==> src/rtl/frv_core_pkg.sv <==
// rtl/frv_core_pkg.sv - shared core constants and instruction length decode
package frv_core_pkg;

  localparam int FQ_HW_W = 16;
  localparam int FETCH_W = 32;

  // Low two bits != 2'b11 marks a compressed (16-bit) instruction.
  function automatic logic is_rvc(input logic [FQ_HW_W-1:0] hw);
    return hw[1:0] != 2'b11;
  endfunction

endpackage

==> src/rtl/frv_core_fetch_pc.sv <==
// rtl/frv_core_fetch_pc.sv - head-of-queue PC register; load on flush, advance on pop
module frv_core_fetch_pc #(
  parameter int              XLEN     = 32,
  parameter logic [XLEN-1:0] RESET_PC = '0
) (
  input  logic            clk_i,
  input  logic            reset_i,
  input  logic            load_i,
  input  logic [XLEN-1:0] load_pc_i,
  input  logic            adv_i,
  input  logic            adv4_i,
  output logic [XLEN-1:0] pc_o
);

  logic [XLEN-1:0] pc_q, pc_d;

  always_comb begin
    pc_d = pc_q;
    if (load_i) begin
      pc_d = load_pc_i;
    end else if (adv_i) begin
      pc_d = pc_q + (adv4_i ? XLEN'(4) : XLEN'(2));
    end
  end

  always_ff @(posedge clk_i) begin
    if (reset_i) begin
      pc_q <= RESET_PC;
    end else begin
      pc_q <= pc_d;
    end
  end

  assign pc_o = pc_q;

endmodule

==> src/rtl/frv_core_fetch_queue.sv <==
// rtl/frv_core_fetch_queue.sv - halfword fetch queue feeding decode with aligned 16/32-bit instructions
module frv_core_fetch_queue
  import frv_core_pkg::*;
#(
  parameter int              XLEN     = 32,
  parameter int              DEPTH    = 8,
  parameter logic [XLEN-1:0] RESET_PC = '0
) (
  input  logic                       g_clk,
  input  logic                       g_reset,
  input  logic                       flush,
  input  logic [XLEN-1:0]            flush_pc,
  input  logic                       f_valid,
  input  logic                       f_2byte,
  input  logic                       f_err,
  input  logic [FETCH_W-1:0]         f_in,
  output logic                       f_ready,
  output logic [$clog2(DEPTH+1)-1:0] buf_depth,
  output logic                       buf_valid,
  output logic                       buf_16,
  output logic                       buf_32,
  output logic [FETCH_W-1:0]         buf_out,
  output logic [XLEN-1:0]            buf_pc,
  output logic                       buf_err,
  input  logic                       buf_ready
);

  localparam int DW = $clog2(DEPTH + 1);
  localparam int SW = DEPTH * FQ_HW_W;

  logic [SW-1:0]      data_q, data_d, ins_data;
  logic [DEPTH-1:0]   err_q, err_d, ins_err;
  logic [DW-1:0]      depth_q, depth_d, pop_cnt, push_cnt, ins_idx;
  logic [FQ_HW_W-1:0] hw0, hw1;
  logic               has1, has2, head_32, pop, push;

  assign hw0     = data_q[FQ_HW_W-1:0];
  assign hw1     = data_q[2*FQ_HW_W-1:FQ_HW_W];
  assign has1    = depth_q != '0;
  assign has2    = depth_q >= DW'(2);
  assign head_32 = has1 && !is_rvc(hw0);

  assign buf_16    = has1 && is_rvc(hw0);
  assign buf_32    = head_32;
  // An errored head is presented even without its upper half so faults never stall.
  assign buf_valid = buf_16 || (head_32 && has2) || (has1 && err_q[0]);
  assign buf_err   = err_q[0] | (head_32 & has2 & err_q[1]);
  assign buf_out   = head_32 ? {hw1, hw0} : {{(FETCH_W-FQ_HW_W){1'b0}}, hw0};
  assign buf_depth = depth_q;

  assign pop      = buf_valid && buf_ready;
  assign pop_cnt  = !pop ? '0 : (head_32 && has2) ? DW'(2) : DW'(1);
  assign ins_idx  = depth_q - pop_cnt;
  assign f_ready  = ins_idx <= DW'(DEPTH - 2);
  assign push     = f_valid && f_ready;
  assign push_cnt = !push ? '0 : f_2byte ? DW'(1) : DW'(2);

  // Slots above depth are kept zero so new halfwords can simply be OR-ed in.
  always_comb begin
    ins_data = '0;
    ins_err  = '0;
    if (f_2byte) begin
      ins_data[FQ_HW_W-1:0] = f_in[FETCH_W-1:FQ_HW_W];
      ins_err[0]            = f_err;
    end else begin
      ins_data[FETCH_W-1:0] = f_in;
      ins_err[1:0]          = {2{f_err}};
    end
    data_d  = data_q >> (int'(pop_cnt) * FQ_HW_W);
    err_d   = err_q >> pop_cnt;
    depth_d = depth_q - pop_cnt + push_cnt;
    if (push) begin
      data_d = data_d | (ins_data << (int'(ins_idx) * FQ_HW_W));
      err_d  = err_d | (ins_err << ins_idx);
    end
    if (flush) begin
      data_d  = '0;
      err_d   = '0;
      depth_d = '0;
    end
  end

  always_ff @(posedge g_clk) begin
    if (g_reset) begin
      data_q  <= '0;
      err_q   <= '0;
      depth_q <= '0;
    end else begin
      data_q  <= data_d;
      err_q   <= err_d;
      depth_q <= depth_d;
    end
  end

  frv_core_fetch_pc #(
    .XLEN     (XLEN),
    .RESET_PC (RESET_PC)
  ) u_fetch_pc (
    .clk_i     (g_clk),
    .reset_i   (g_reset),
    .load_i    (flush),
    .load_pc_i (flush_pc),
    .adv_i     (pop),
    .adv4_i    (pop_cnt == DW'(2)),
    .pc_o      (buf_pc)
  );

endmodule

==> config.mk <==
export PLATFORM = sky130hd
export DESIGN_NAME = frv_core_fetch_queue
export DESIGN_NICKNAME = d
export VERILOG_FILES = /design/src/rtl/frv_core_pkg.sv /design/src/rtl/frv_core_fetch_pc.sv /design/src/rtl/frv_core_fetch_queue.sv
export SDC_FILE = /design/constraint.sdc
export NUM_CORES = 1
export LEC_CHECK = 0
export BUFFER_PORTS_ARGS = -buffer_cell sky130_fd_sc_hd__clkbuf_2
export CAP_MARGIN = 25
export CORE_MARGIN = 2
export CORE_UTILIZATION = 30
export DETAILED_ROUTE_END_ITERATION = 6
export PLACE_DENSITY_LB_ADDON = 0.25
export SKIP_CTS_REPAIR_TIMING = 1
export SLEW_MARGIN = 20
export SYNTH_ARGS = -nofsm -noshare
export SYNTH_HDL_FRONTEND = slang
export SYNTH_SLANG_ARGS = --single-unit
export TNS_END_PERCENT = 1
==> constraint.sdc <==
create_clock -name g_clk -period 5.6 [get_ports g_clk]
set_input_delay 0.56 -clock g_clk [delete_from_list [all_inputs] [get_ports g_clk]]
set_output_delay 0.56 -clock g_clk [all_outputs]
set_load 0.01 [all_outputs]
==> results of run 1 <==
==> cells in the mapped netlist, types with 17 or more instances <==
master                        n
sky130_fd_sc_hd__dfxtp_1    172
sky130_fd_sc_hd__nand2_1    109
sky130_fd_sc_hd__a21oi_1    108
sky130_fd_sc_hd__clkbuf_1    77
sky130_fd_sc_hd__mux2i_1     53
sky130_fd_sc_hd__nor2_1      53
sky130_fd_sc_hd__o21ai_0     52
sky130_fd_sc_hd__a222oi_1    49
sky130_fd_sc_hd__a22o_1      33
sky130_fd_sc_hd__inv_1       31
sky130_fd_sc_hd__o22a_1      29
sky130_fd_sc_hd__o22ai_1     24
sky130_fd_sc_hd__xor2_1      24
sky130_fd_sc_hd__o21a_1      23
sky130_fd_sc_hd__and2_1      19
sky130_fd_sc_hd__o221ai_1    19
sky130_fd_sc_hd__o2bb2ai_1   19
sky130_fd_sc_hd__buf_2       18
sky130_fd_sc_hd__a22oi_1     17
==> state kept, by name, indices dropped and copies added (netlist names) <==
| signal | cells |
|---|---|
| err_q | 8 |
| buf_depth | 4 |
| data_q | 128 |
| u_fetch_pc.pc_o | 32 |
==> logic make-up after synthesis <==
logic type      synth area share (%)
mux                            5.827
fa+ha+maj                      1.484
buf+inv                        6.968
simple gates                   14.76
compound gates                 30.17
xor+xnor                       2.969
flops                          37.82
==> path summary, 6_finish.rpt <==
check	startpoint	to	slack, ns	cells after the start
setup / recovery	buf_depth[2]$_SDFF_PP0_	data_q[102]$_SDFF_PP0_	0.99	8
hold / removal	flush_pc[1]	u_fetch_pc.pc_o[1]$_SDFFE_PP0N_	0.36	3
setup reg to reg	buf_depth[2]$_SDFF_PP0_	data_q[102]$_SDFF_PP0_	0.99	8
hold reg to reg	u_fetch_pc.pc_o[0]$_SDFFE_PP0P_	u_fetch_pc.pc_o[0]$_SDFFE_PP0P_	0.51	2
==> critical path, delay by kind of cell (launching register included) <==
family	cells	cell delay [ns]
AO/OA/AOI/OAI	2	0.80
adder cells (fa/ha/maj)	1	0.50
AND/OR/NAND/NOR	5	2.71
flip-flops	1	0.49
==> area by class of cell <==
type | instances | area, um2
fill | 3106 | 19150
multi-input combinational | 751 | 5080
sequential | 172 | 3443
timing repair buffer | 166 | 888.4
tap | 390 | 488.0
clock buffer | 17 | 425.4
clock inverter | 15 | 196.4
inverter | 34 | 127.6
==> layer usage <==
| layer | share of wire [%] | vias up | GRT usage, % | wire length (um) |
|---|---|---|---|---|
| met5 | 0 | - | 0 | 0 |
| met4 | 2.2 | 0 | 5.962 | 683 |
| met3 | 7.0 | 39 | 4.604 | 2160 |
| met2 | 46 | 324 | 31.35 | 14160 |
| met1 | 45 | 4162 | 25.67 | 13930 |
| li1 | - | 4135 | - | - |
==> where the power goes <==
part | internal, mW | leakage [nW] | switching (mW)
clock network | 0.684 | 0.298 | 0.584
logic | 0.791 | 2.57 | 1.57
registers | 1.39 | 1.40 | 0.154
==> metrics by stage <==
stage                     std cells  hold WS (ns)  util (%)  area, um2
after floorplan                1070        0.4724         -       9104
after global placement         1513        0.4817     33.65      10030
after detailed placement       1513        0.4912     33.65      10030
after CTS                      1545        0.3539     35.74      10650
after global routing           1545        0.3736     35.74      10650
final                          1545        0.3592     35.74      10650
==> implementation parameters, run 1 <==
Parameter                              Value

Run status
  Run status    complete, but fails checks
  Violated checks    design-rule violations

Place
  Post-DP HPWL    19760 um
  Buffers added on ports    143
  Worst setup slack before clock tree synthesis    1.142 ns
  Final weighted congestion in routability-driven placement    0.7809

Clocking
  CTS Sinks    172
  Clock buffer depth    2
  Clock-pin slew on the worst setup and hold paths    0.08 ns
  Clock tree from TritonCTS    done
  H-tree depth reported by CTS    4
  Root Buffer    sky130_fd_sc_hd__clkbuf_16
  Worst-Skew Late Latency    0.43 ns
  Number of CTS-inserted buffers    17

Setup path
  CP Cell Sequence    or3_1 -> nand3_2 -> ha_1 -> nor2b_1 -> o31a_1 -> nor3_2 -> nand3_1 -> o22ai_1
  Kind of start point of the critical path    flop
  Worst-path cell with the longest stage delay    sky130_fd_sc_hd__nand3_1
  Start-to-end type of the worst setup path    flop to flop
  Worst Setup End Kind    flop
  Highest fanout seen on the critical path    22
  Worst path max stage delay    0.93 ns
  Worst Path Arrival    4.94 ns
  Data required time of the critical path    5.93 ns

Global routing
  Total routing usage reported by global routing    19.43%
  Via count of the first global-routing pass    8492
  Antenna violations before repair    0
  Wire length of the first global-routing pass    48230 um
  Largest net degree at the start of global routing    67
  Total gr overflow    0

Timing
  Worst clock skew on the final layout    0.009122 ns
  Final Slew Violations    0
  Final critical-path setup slack    0.9920 ns
  Setup TNS Final    0 ns
  Unrepaired setup endpoints after global routing    false
  Final setup violation count    0
  Headroom to the max-slew limit    35.50%
  Fmax    217.0 MHz
  Post-route minimum period    4.608 ns
  Final hold violation count    0
  Share of the cycle needed by the critical path after routing    82.28%
  Actual slew at the worst max-slew pin    0.9648 ns

Synthesis
  Netlist area before placement    9104 um2
  Number of distinct library cell variants in the gate-level netlist after synthesis    59
  Top_reg_cell synth    sky130_fd_sc_hd__dfxtp_1
  Asr flop ratio synth    0%
  Dominant cells by area after synthesis    sky130_fd_sc_hd__dfxtp_1, sky130_fd_sc_hd__a21oi_1, sky130_fd_sc_hd__mux2i_1
  Net count of the mapped netlist    1150
  Number of warning messages in the yosys log    0
  Synthesized instance count    1070
  Number of storage elements in the synthesis netlist    172
  Area share of the leading cell type in the synthesized netlist    37.82%
  EDFF count, synth    0
  Proportion of synthesized chip area in sequential cells    37.82%
  Synth Area per Inst    8.508 um2
  Most area-hungry cell type in the Yosys netlist    sky130_fd_sc_hd__dfxtp_1

Floorplanning
  Die area    31760 um2
  Initial core utilization    30.55%
  Height of the chip    178.2 um
  Core area    29800 um2
  Die extent in x    178.2 um
  Count of pins on the block boundary    144
  Core Rows    63

Power and ir drop
  Total power after layout    5.171 mW
  Static Leak    4.263 nW
  Largest vdd supply drop    0.3525 mV
  PwrDens    485.6 nW/um2

Route
  Total via count after detailed routing    8660
  First-iteration detailed-routing DRC count    746
  Post-DR wirelength/cell    20.02 um
  Detailed-route DRC error count    3
  Wire length reported by the detailed router    30940 um
  Antenna Violating Nets Remaining    0
  Routed via count divided by cell count    5.605
  Detailed-routing iteration count for the pre-antenna-repair pass    7

Finish
  Most common cell after layout, fill and taps aside    sky130_fd_sc_hd__dfxtp_1
  Share of post-route cells with drive strength above 1    19.13%
  Final nets    1222
  Area growth from synthesis to layout    16.97%
  Antenna cells    0
  Commonest cells after routing, fill and taps aside    sky130_fd_sc_hd__dfxtp_1, sky130_fd_sc_hd__clkbuf_2, sky130_fd_sc_hd__nand2_1

Flow run
  Max_cap viols    0

Hold path
  Hold Crit Class    primary input to flop
(Power assumes the default switching activity.)
==> run 2, diff against run 1 <==
ABC_AREA = 1   (was unset)
clock period = 4.3 ns   (was 5.6 ns; I/O delays follow)
==> run 2 against run 1 <==
Net effect:
- the run now ends clean
- non-clock buffer count grew 1
- worst setup slack lost 0.061 ns
- critical path depth grew 8
- global-route usage grew 1.1 points
- critical endpoint is now u_fetch_pc.pc_o[23]$_SDFFE_PP0N_
- synthesized cell count grew 89%
- clock power grew 31%
- combinational power grew 60%
- clock skew grew 0.0042 ns
- largest cell class unchanged
- sequential share of layout area shrank 6.2 points
- critical path type unchanged
- cell count grew 68%
- routed wire length grew 34%
==> implementation parameters, run 2 <==
Parameter                              Value

Synthesis
  Most area-hungry cell type in the Yosys netlist    sky130_fd_sc_hd__dfxtp_1 (unchanged)
  Area fraction in compound gates after synthesis    8.195% (was 30.17%)
  Simple-gate portion of the synthesized area    46.00% (was 14.76%)
  List of most frequent post-synthesis cells    sky130_fd_sc_hd__nand2_1, sky130_fd_sc_hd__nand3_1, sky130_fd_sc_hd__nor2_1, sky130_fd_sc_hd__inv_1, sky130_fd_sc_hd__dfxtp_1 (was sky130_fd_sc_hd__dfxtp_1, sky130_fd_sc_hd__nand2_1, sky130_fd_sc_hd__a21oi_1, sky130_fd_sc_hd__clkbuf_1)
  Number of storage elements in the synthesis netlist    172 (unchanged)
  Post-synthesis share of cell area spent on full adders, half adders and majority gates    1.157% (was 1.484%)
  Net count of the mapped netlist    2107 (was 1150)
  Netlist area before placement    11680 um2 (was 9104 um2)
  Number of warning messages in the yosys log    0 (unchanged)
  Asr flop ratio synth    0% (unchanged)
  Top_reg_cell synth    sky130_fd_sc_hd__dfxtp_1 (unchanged)
  Share of synthesized area spent on multiplexers    0% (was 5.827%)
  Number of distinct library cell variants in the gate-level netlist after synthesis    34 (was 59)
  Synth Area per Inst    5.762 um2 (was 8.508 um2)
  Proportion of synthesized chip area in sequential cells    29.48% (was 37.82%)
  Cell with the most instances after synthesis    sky130_fd_sc_hd__nand2_1 (was sky130_fd_sc_hd__dfxtp_1)
  Dominant combinational cell family by area after synthesis    simple AND/OR/NAND/NOR gates (was compound AO/OA/AOI/OAI gates)
  Fraction of synthesized cell area in xor and xnor cells    0.8249% (was 2.969%)
  Dominant cells by area after synthesis    sky130_fd_sc_hd__dfxtp_1, sky130_fd_sc_hd__nand2_1, sky130_fd_sc_hd__nand3_1 (was sky130_fd_sc_hd__dfxtp_1, sky130_fd_sc_hd__a21oi_1, sky130_fd_sc_hd__mux2i_1)
  EDFF count, synth    0 (unchanged)
  Area share of the leading cell type in the synthesized netlist    29.48% (was 37.82%)
  Synthesized instance count    2027 (was 1070)

Finish
  Area growth from synthesis to layout    12.69% (was 16.97%)
  Max reg flops    128 (unchanged)
  Number of non-filler instances in the completed layout    2603 (was 1545)
  Share of post-route cells with drive strength above 1    10.36% (was 19.13%)
  Commonest cells after routing, fill and taps aside    sky130_fd_sc_hd__nand2_1, sky130_fd_sc_hd__nand3_1, sky130_fd_sc_hd__nor2_1 (was sky130_fd_sc_hd__dfxtp_1, sky130_fd_sc_hd__clkbuf_2, sky130_fd_sc_hd__nand2_1)
  Largest reg by FF count    data_q (unchanged)
  Antenna cells    0 (unchanged)
  Most common cell after layout, fill and taps aside    sky130_fd_sc_hd__nand2_1 (was sky130_fd_sc_hd__dfxtp_1)
  Final nets    2152 (was 1222)

Clocking
  CTS Sinks    172 (unchanged)
  H-tree depth reported by CTS    4 (unchanged)
  Clock buffer depth    2 (unchanged)
  Clock-pin slew on the worst setup and hold paths    0.07 ns (was 0.08 ns)
  Clock tree from TritonCTS    done (unchanged)
  Number of CTS-inserted buffers    17 (unchanged)
  Root Buffer    sky130_fd_sc_hd__clkbuf_16 (unchanged)
  Worst-Skew Late Latency    0.45 ns (was 0.43 ns)

Setup path
  CP Cell Sequence    nor2_1 -> nand2_1 -> nand2_2 -> nor2_4 -> inv_4 -> ha_1 -> inv_1 -> fa_1 -> nor2_1 -> nand3_1 -> nor2_1 -> nand2_1 -> nor2_1 -> nand4_1 -> nand3_1 -> nand2_1 (was or3_1 -> nand3_2 -> ha_1 -> nor2b_1 -> o31a_1 -> nor3_2 -> nand3_1 -> o22ai_1)
  Worst-path cell with the longest stage delay    sky130_fd_sc_hd__fa_1 (was sky130_fd_sc_hd__nand3_1)
  Worst flop-to-flop path startpoint    buf_depth[1]$_SDFF_PP0_ (was buf_depth[2]$_SDFF_PP0_)
  Crit Reg-Reg Endpoint    u_fetch_pc.pc_o[23]$_SDFFE_PP0N_ (was data_q[102]$_SDFF_PP0_)
  Data required time of the critical path    4.64 ns (was 5.93 ns)
  Highest fanout seen on the critical path    27 (was 22)
  Cell occurring most often along the worst timing path    sky130_fd_sc_hd__nor2_1
  Worst Setup End Kind    flop (unchanged)
  Cells on worst reg2reg path    16 (was 8)
  Kind of start point of the critical path    flop (unchanged)
  Worst path max stage delay    0.42 ns (was 0.93 ns)
  Worst Path Arrival    3.71 ns (was 4.94 ns)
  Register-to-register setup slack    0.93 ns (was 0.99 ns)
  Start-to-end type of the worst setup path    flop to flop (unchanged)

Floorplanning
  Core Rows    72 (was 63)
  Core area    38560 um2 (was 29800 um2)
  Height of the chip    201.3 um (was 178.2 um)
  Count of pins on the block boundary    144 (unchanged)
  Die extent in x    201.3 um (was 178.2 um)
  Initial core utilization    30.29% (was 30.55%)
  Die area    40530 um2 (was 31760 um2)

Place
  Post-DP HPWL    27840 um (was 19760 um)
  Placed instance count    2570 (was 1513)
  Buffers added on ports    143 (unchanged)
  Final weighted congestion in routability-driven placement    0.8887 (was 0.7809)

Timing
  Final setup violation count    0 (unchanged)
  Worst clock skew on the final layout    0.01332 ns (was 0.009122 ns)
  Actual slew at the worst max-slew pin    1.043 ns (was 0.9648 ns)
  Final Slew Violations    0 (unchanged)
  Setup TNS Final    0 ns (unchanged)
  Headroom to the max-slew limit    30.36% (was 35.50%)
  Post-route minimum period    3.369 ns (was 4.608 ns)
  Unrepaired setup endpoints after global routing    false (unchanged)
  Final hold violation count    0 (unchanged)
  Share of the cycle needed by the critical path after routing    78.36% (was 82.28%)
  Fmax    296.8 MHz (was 217.0 MHz)

Hold path
  Terminating pin of the worst hold path    u_fetch_pc.pc_o[15]$_SDFFE_PP0N_ (was u_fetch_pc.pc_o[1]$_SDFFE_PP0N_)
  Hold Crit Class    primary input to flop (unchanged)
  Worst hold path startpoint    flush_pc[15] (was flush_pc[1])
  Instance count along the most critical hold path    3 (unchanged)

Global routing
  Busiest layer in global routing    met2 (unchanged)
  Global Route met3 Usage    3.077% (was 4.604%)
  Wire length of the first global-routing pass    66650 um (was 48230 um)
  Met1 track demand over resource    29.06% (was 25.67%)
  Antenna violations before repair    0 (unchanged)
  Grt met2 use    32.46% (was 31.35%)
  Total routing usage reported by global routing    20.57% (was 19.43%)
  Total gr overflow    0 (unchanged)
  Largest net degree at the start of global routing    96 (was 67)
  Via count of the first global-routing pass    11910 (was 8492)

Flow run
  Max_cap viols    0 (unchanged)

Route
  Post-DR wirelength/cell    15.98 um (was 20.02 um)
  Detailed-routing iteration count for the pre-antenna-repair pass    5 (was 7)
  Wire length reported by the detailed router    41590 um (was 30940 um)
  First-iteration detailed-routing DRC count    1256 (was 746)
  Antenna Violating Nets Remaining    0 (unchanged)
  Detailed-route DRC error count    0 (was 3)
  Routed via count divided by cell count    4.958 (was 5.605)
  Total via count after detailed routing    12910 (was 8660)

Run status
  Run status    finished, final reports clean (was complete, but fails checks)

Power and ir drop
  PwrDens    562.5 nW/um2 (was 485.6 nW/um2)
  Static Leak    6.031 nW (was 4.263 nW)
  Largest vdd supply drop    0.3628 mV (was 0.3525 mV)
==> run 2: cell count changes after synthesis, sizes merged, moves of 53 or more <==
cell / previous run / this run
inv: 33 / 254
mux2i: 53 / 0
nand3: 9 / 303
nand4: 3 / 68
nand2: 109 / 590
nor2: 53 / 292
==> run 2: how the worst max path moves through the flow <==
stage,endpoint,start,cells past startpoint
floorplan,buf_depth[2]$_SDFF_PP0_,buf_depth[1]$_SDFF_PP0_,21
finish,u_fetch_pc.pc_o[23]$_SDFFE_PP0N_,buf_depth[1]$_SDFF_PP0_,16
detailed placement,u_fetch_pc.pc_o[23]$_SDFFE_PP0N_,buf_ready,15
CTS,u_fetch_pc.pc_o[23]$_SDFFE_PP0N_,buf_depth[1]$_SDFF_PP0_,16
global route,buf_depth[3]$_SDFF_PP0_,buf_depth[1]$_SDFF_PP0_,19
global placement,u_fetch_pc.pc_o[23]$_SDFFE_PP0N_,buf_ready,15
==> run 2: per-stage QoR <==
step / hold WS, ns / utilization (%) / power (mW) / setup WS (ns) / area (um2)
after CTS: 0.1665 / 34.07 / 7.418 / 0.9639 / 13140
after global routing: 0.1842 / 34.14 / 8.028 / 0.6335 / 13160
final: 0.1855 / 34.14 / 7.404 / 0.9306 / 13160
after detailed placement: 0.4762 / 32.49 / 5.726 / 0.9158 / 12530
after global placement: 0.4671 / 32.49 / 5.718 / 0.9393 / 12530
after floorplan: 0.4739 / - / 4.753 / 0.8176 / 11680
==> run 2: report_power, final <==
group	internal [mW]	switching, mW
logic	1.07	2.71
registers	1.81	0.145
clock network	0.940	0.730
==> run 2: critical path: cells and delay by family (launching register included) <==
kind,cells,cell delay (ns)
simple gates,12,1.92
fa+ha+maj,2,0.66
buf+inv,2,0.32
flops,1,0.36
==> run 2: cell families after synthesis <==
family | Yosys count
adders and majority gates | 9
AOI/OAI and AO/OA | 177
buffers and inverters | 396
DFF | 172
xor gates and xnor gates | 11
and+or+nand+nor | 1262
==> run 2: cell type report <==
cell class | count | area, um2
multi-input combinational | 1459 | 6574
clock buffer | 20 | 446.7
sequential | 172 | 3443
tap | 518 | 648.1
inverter | 255 | 959.7
clock inverter | 12 | 162.7
fill | 4373 | 25390
timing repair buffer | 167 | 928.4
==> run 2: per-layer routing <==
metal,share of wire [%],routed length [um]
met1,47,19340
met2,45,18590
met3,6.7,2788
met4,2.1,871
met5,0,0
